<file path="src/rtl/runahead_pkg.sv">
// Shared types and constants for the runahead scheduler and its replay buffer.
package runahead_pkg;

  localparam int unsigned DefaultDepth = 16;

  typedef logic [15:0] instr_t;
  typedef logic [15:0] pc_t;

  typedef enum logic [1:0] {
    StIdle,
    StRunahead,
    StReplay,
    StRedirect
  } state_e;

endpackage

</file>
<file path="src/rtl/runahead_replay_buffer.sv">
// Circular FIFO holding instructions fetched during runahead for later replay.
module runahead_replay_buffer
  import runahead_pkg::*;
#(
  parameter int unsigned Depth = DefaultDepth,
  parameter int unsigned PtrW  = $clog2(Depth)
) (
  input  logic          clk,
  input  logic          sync_rst,
  input  logic          push,
  input  instr_t        push_data,
  input  logic          pop,
  input  logic          flush,
  output instr_t        head,
  output logic [PtrW:0] count,
  output logic          full,
  output logic          empty
);

  localparam int unsigned CountW = PtrW + 1;

  logic [PtrW-1:0]   wr_ptr_q;
  logic [PtrW-1:0]   rd_ptr_q;
  logic [CountW-1:0] count_q;
  instr_t            mem_q [Depth];

  logic do_push;
  logic do_pop;

  assign do_push = push && !full && !flush;
  assign do_pop  = pop && !empty && !flush;

  // Depth is a power of two, so pointers wrap by plain overflow.
  always_ff @(posedge clk) begin
    if (sync_rst || flush) begin
      wr_ptr_q <= '0;
      rd_ptr_q <= '0;
      count_q  <= '0;
    end else if (do_push) begin
      wr_ptr_q <= wr_ptr_q + PtrW'(1);
      count_q  <= count_q + CountW'(1);
    end else if (do_pop) begin
      rd_ptr_q <= rd_ptr_q + PtrW'(1);
      count_q  <= count_q - CountW'(1);
    end
  end

  always_ff @(posedge clk) begin
    if (do_push) begin
      mem_q[wr_ptr_q] <= push_data;
    end
  end

  assign head  = mem_q[rd_ptr_q];
  assign count = count_q;
  assign full  = (count_q == CountW'(Depth));
  assign empty = (count_q == '0);

endmodule

</file>
<file path="src/rtl/runahead_scheduler.sv">
// Runahead episode FSM: buffers fetched instructions during a miss, then replays
// them into the selector or redirects fetch to the checkpoint PC on overflow.
module runahead_scheduler
  import runahead_pkg::*;
#(
  parameter int unsigned DEPTH = DefaultDepth,
  parameter int unsigned PTR_W = $clog2(DEPTH)
) (
  input  logic           clk,
  input  logic           sync_rst,
  input  logic           RunaheadTrigger,
  input  logic [15:0]    TriggerPC,
  input  logic           MissResolved,
  input  logic           FetchedInstructionValid,
  input  logic [15:0]    FetchedInstruction,
  input  logic           DownstreamReady,
  output logic           ReplayValid,
  output logic [15:0]    ReplayInstruction,
  output logic           InRunahead,
  output logic           RedirectValid,
  output logic [15:0]    RedirectPC,
  output logic [PTR_W:0] BufferCount
);

  state_e state_q, state_d;
  pc_t    checkpoint_q, checkpoint_d;
  logic   overflow_q, overflow_d;

  logic         buf_push;
  logic         buf_pop;
  logic         buf_flush;
  instr_t       buf_head;
  logic [PTR_W:0] buf_count;
  logic         buf_full;
  logic         buf_empty;

  runahead_replay_buffer #(
    .Depth (DEPTH),
    .PtrW  (PTR_W)
  ) u_replay_buffer (
    .clk       (clk),
    .sync_rst  (sync_rst),
    .push      (buf_push),
    .push_data (FetchedInstruction),
    .pop       (buf_pop),
    .flush     (buf_flush),
    .head      (buf_head),
    .count     (buf_count),
    .full      (buf_full),
    .empty     (buf_empty)
  );

  always_ff @(posedge clk) begin
    if (sync_rst) begin
      state_q      <= StIdle;
      checkpoint_q <= '0;
      overflow_q   <= 1'b0;
    end else begin
      state_q      <= state_d;
      checkpoint_q <= checkpoint_d;
      overflow_q   <= overflow_d;
    end
  end

  always_comb begin
    state_d      = state_q;
    checkpoint_d = checkpoint_q;
    overflow_d   = overflow_q;
    buf_push     = 1'b0;
    buf_pop      = 1'b0;
    buf_flush    = 1'b0;

    unique case (state_q)
      StIdle: begin
        if (RunaheadTrigger) begin
          state_d      = StRunahead;
          checkpoint_d = TriggerPC;
          overflow_d   = 1'b0;
          // Normally already empty here; leaving pointers alone lets them rotate.
          buf_flush    = !buf_empty;
        end
      end
      StRunahead: begin
        if (FetchedInstructionValid) begin
          if (buf_full) begin
            overflow_d = 1'b1;
          end else begin
            buf_push = 1'b1;
          end
        end
        if (MissResolved) begin
          if (overflow_d) begin
            state_d = StRedirect;
          end else if (!buf_empty || buf_push) begin
            state_d = StReplay;
          end else begin
            state_d = StIdle;
          end
        end
      end
      StReplay: begin
        buf_pop = DownstreamReady;
        if (DownstreamReady && buf_count == (PTR_W+1)'(1)) begin
          state_d = StIdle;
        end
      end
      StRedirect: begin
        buf_flush = 1'b1;
        state_d   = StIdle;
      end
      default: begin
        state_d = StIdle;
      end
    endcase
  end

  assign ReplayValid       = (state_q == StReplay);
  assign ReplayInstruction = ReplayValid ? buf_head : '0;
  assign InRunahead        = (state_q == StRunahead);
  assign RedirectValid     = (state_q == StRedirect);
  assign RedirectPC        = RedirectValid ? checkpoint_q : '0;
  assign BufferCount       = buf_count;

endmodule

</file>
<file path="config.mk">
export PLATFORM = sky130hd
export DESIGN_NAME = runahead_scheduler
export DESIGN_NICKNAME = d
export VERILOG_FILES = /design/src/rtl/runahead_pkg.sv /design/src/rtl/runahead_replay_buffer.sv /design/src/rtl/runahead_scheduler.sv
export SDC_FILE = /design/constraint.sdc
export NUM_CORES = 1
export LEC_CHECK = 0
export CAP_MARGIN = 30
export CELL_PAD_IN_SITES_DETAIL_PLACEMENT = 0
export CELL_PAD_IN_SITES_GLOBAL_PLACEMENT = 2
export CORE_MARGIN = 1
export CORE_UTILIZATION = 30
export DETAILED_ROUTE_END_ITERATION = 10
export PLACE_DENSITY_LB_ADDON = 0.1
export SLEW_MARGIN = 30
export SYNTH_ARGS = -nofsm -noshare
export SYNTH_HDL_FRONTEND = slang
export SYNTH_SLANG_ARGS = --single-unit
</file>
<file path="constraint.sdc">
create_clock -name clk -period 3.35 [get_ports clk]
set_input_delay 0.67 -clock clk [delete_from_list [all_inputs] [get_ports clk]]
set_output_delay 0.67 -clock clk [all_outputs]
set_load 0.005 [all_outputs]
</file>
==> reports/qor.yml <==
sta:
  final-setup-viol-count: 0
  fin_ws_ps: 104
  max_slew_margin_pct: 48.0
  slew_violations: 0
  rsz0062_at_grt: "yes"
  fin_crit_sh_pct: 96.9
  worst_slew_pin_slew_ps: 778
  hold_slack_ps: 447
  finalHoldViolCount: 0
  clock.fmax_mhz: 308
  finClkSkew_ps: 24.2
  fin_crit_ps: 3250
critical_path:
  worstPathRequired_ps: 2680
  cp_data_arrival_time_ps: 2580
  reg2reg_slack_ps: 710
  cp_max_fo: 14
  rr_startpoint: "u_replay_buffer.count[0]"
  crit_path_start_kind: "flop"
  critPathKind: "reg -> out"
  crit_end: "ReplayInstruction[8]"
  ff2ff_path_depth: 7
  rr_endpoint: "u_replay_buffer.mem_q[2][12]"
  crit_path_end_kind: "output pin"
synthesis:
  ys_ff_latch: 292
  yosysSeqAreaShare_pct: 72.1
  synth_top_area_cell: "edfxtp_1"
  yosys_warnings: 0
  syn-num-nets: 690
  synthTopCellsByArea: "edfxtp_1 (66%), mux4_2 (12%), dfxtp_1 (6.2%)"
  synth_edf_count: 256
  synth_top_area_share_pct: 66.0
  async_flop_share_pct: 0
  ys_types: 49
  synth.avg_cell_area_um2: 18.3
  syn_inst: 638
  syn_area_um2: 11700
  synthFlopType: "edfxtp_1"
hold_path:
  min_path_type: "reg -> reg"
  holdCritStartpoint: "checkpoint_q[13]"
  whs_path_depth: 2
cells_and_area:
  syn2layout_area_growth_pct: 25.1
  num-fill-cells: 3533
  fin_cells: 1290
  stdcell_area_um2: 14600
  drive_gt1_share_pct: 24.0
  nets: 805
  n_antenna_cell: 0
routing:
  vias_per_cell: 4.71
  vias: 6080
  drt_wl_total_um: 27900
  remaining_drc_errors: 0
  drt.antenna.violating_nets: 0
  drt-initial-drc-count: 326
  first_pass_iters: 6
  wire_per_inst_um: 21.6
floorplan:
  io_pins: 78
  die_h_um: 199
  die_x_um: 199
  die_area_um2: 39600
  start_util_pct: 30.7
  rows: 71
  coreArea_um2: 37900
power:
  power.leakage_uw: 0.00454
  p_total_uw: 8190
  pwr_density_cell_nw_per_um2: 562
  ir_drop_mv: 0.264
outcome:
  outcome: "finished, final reports clean"
clock_network:
  cts_tree: "yes"
  cts.path.max_buffers: 3
  numCtsBuffers: 35
  clk_pin_slew_ps: 50
  h-tree-depth: 2
  hold_buffers: 0
  clkLatencyLatePin_ps: 520
  clkSinkCount: 292
  cts_root_buf: "clkbuf_16"
global_routing:
  overflow: 0
  grt_pass1_wl_um: 41500
  antenna_found_initial: 0
  grt_pass1_vias: 6485
  track_usage_pct: 14.5
  grt_max_degree: 33
job:
  drv_cap: 0
place:
  place_inst: 1221
  dpl_cell_area_um2: 13200
  place_ws_ps: 444
  gp_congestion: 0.732
  portBuffers: 77
  hpwl_um: 17300
## cell type report
type	instances	area, µm²	share of cell area [%]
Clock buffer	44	931	6.39
Clock inverter	19	174	1.19
Inverter	8	30.0	0.206
Multi-Input combinational cell	304	3200	21.9
Sequential cell	292	8420	57.7
Tap cell	511	639	4.39
Timing Repair Buffer	112	1190	8.16
## where the power goes
group	internal, µW	switching, µW	total, µW
Combinational	208	305	513
Sequential	4020	32.7	4050
Clock	2200	1420	3620
## per-layer routing
metal	share of wire, %	up-vias	global-route usage (%)
met5	0	-	0
met4	1.9	0	3.82
met3	4.4	38	2.99
met2	50	133	24.8
met1	44	3128	18.7
li1	-	2781	-
## cell families (layout without fill, tap and decap cells)
| family | after synthesis | count (layout) | share of synthesized area [%] |
|---|---|---|---|
| compound gates | 74 | 74 | 4.17 |
| flops | 292 | 292 | 72.1 |
| mux | 98 | 98 | 15.3 |
| xor+xnor | 4 | 4 | 0.301 |
| buf+inv | 42 | 183 | 1.70 |
| fa+ha+maj | 14 | 14 | 1.50 |
| simple gates | 114 | 114 | 4.90 |
## flip-flops by register name, indices dropped and copies added (netlist names), named ones only
register,count
u_replay_buffer.mem_q,256
checkpoint_q,16
u_replay_buffer.wr_ptr_q,4
u_replay_buffer.rd_ptr_q,4
state_q,2
overflow_q,1
u_replay_buffer.count,5
## Yosys cell counts, types with 2 or more instances
| library cell | n |
|---|---|
| edfxtp_1 | 256 |
| mux4_2 | 64 |
| nand2_1 | 43 |
| dfxtp_1 | 36 |
| mux2i_1 | 34 |
| a21oi_1 | 28 |
| nor2_1 | 21 |
| and2_1 | 19 |
| o22ai_1 | 17 |
| ha_1 | 14 |
| clkbuf_1 | 12 |
| buf_1 | 10 |
| buf_2 | 8 |
| inv_1 | 8 |
| nand2b_1 | 6 |
| nand3_1 | 6 |
| nor3_1 | 6 |
| o21ai_0 | 5 |
| buf_6 | 4 |
| o21a_1 | 4 |
| o211ai_1 | 3 |
| xnor2_1 | 3 |
| nand4_1 | 2 |
| o31ai_1 | 2 |
| o41ai_1 | 2 |
| or3_1 | 2 |
## repair_timing
action / in CTS / in global routing
cloned: 1 / 1
setup endpoints to repair: 13 / 15
resized for setup: 12 / 18
pin swaps: 0 / 0
setup buffers: 0 / 4
## metrics by stage
stage                     setup TNS (ps)  util (%)
after detailed placement               0      34.9
after CTS                           -103      38.0
after floorplan                        0         -
after global routing               -41.3      38.4
after global placement                 0      34.9
final                                  0      38.4
## cells in the final DEF (no fill, tap or decap), types with 3 or more instances in the layout
| cell | synthesis | final |
|---|---|---|
| mux2i_2 | 0 | 13 |
| xnor2_1 | 3 | 3 |
| clkbuf_16 | 0 | 37 |
| buf_16 | 0 | 3 |
| mux4_2 | 64 | 64 |
| bufinv_16 | 0 | 3 |
| a21oi_1 | 28 | 28 |
| ha_1 | 14 | 14 |
| mux2i_4 | 0 | 3 |
| mux2i_1 | 34 | 18 |
| inv_1 | 8 | 8 |
| nor2_2 | 0 | 12 |
| nand2_1 | 43 | 43 |
| clkbuf_1 | 12 | 8 |
| o22ai_1 | 17 | 15 |
| nand2b_1 | 6 | 6 |
| nand3_1 | 6 | 6 |
| clkdlybuf4s50_1 | 0 | 75 |
| o21a_1 | 4 | 4 |
| edfxtp_1 | 256 | 256 |
| and2_1 | 19 | 19 |
| nor3_2 | 0 | 4 |
| clkinv_1 | 0 | 11 |
| dfxtp_1 | 36 | 33 |
| o211ai_1 | 3 | 3 |
| nor2_1 | 21 | 9 |
| buf_12 | 0 | 5 |
| o21ai_0 | 5 | 5 |
| buf_4 | 0 | 24 |
## how the worst min path moves through the flow
stage	end
finish	checkpoint_q[13]
global route	checkpoint_q[13]
CTS	checkpoint_q[13]
detailed placement	checkpoint_q[13]
global placement	checkpoint_q[6]
floorplan	checkpoint_q[0]
## worst max-delay path, cell delays in order (launching register included)
cell and delay, ps:
dfxtp_4 400, buf_16 180, mux4_2 520, mux2i_1 310
o22ai_1 170, clkdlybuf4s50_1 470
No activity file was read; power rests on OpenSTA's default activity.
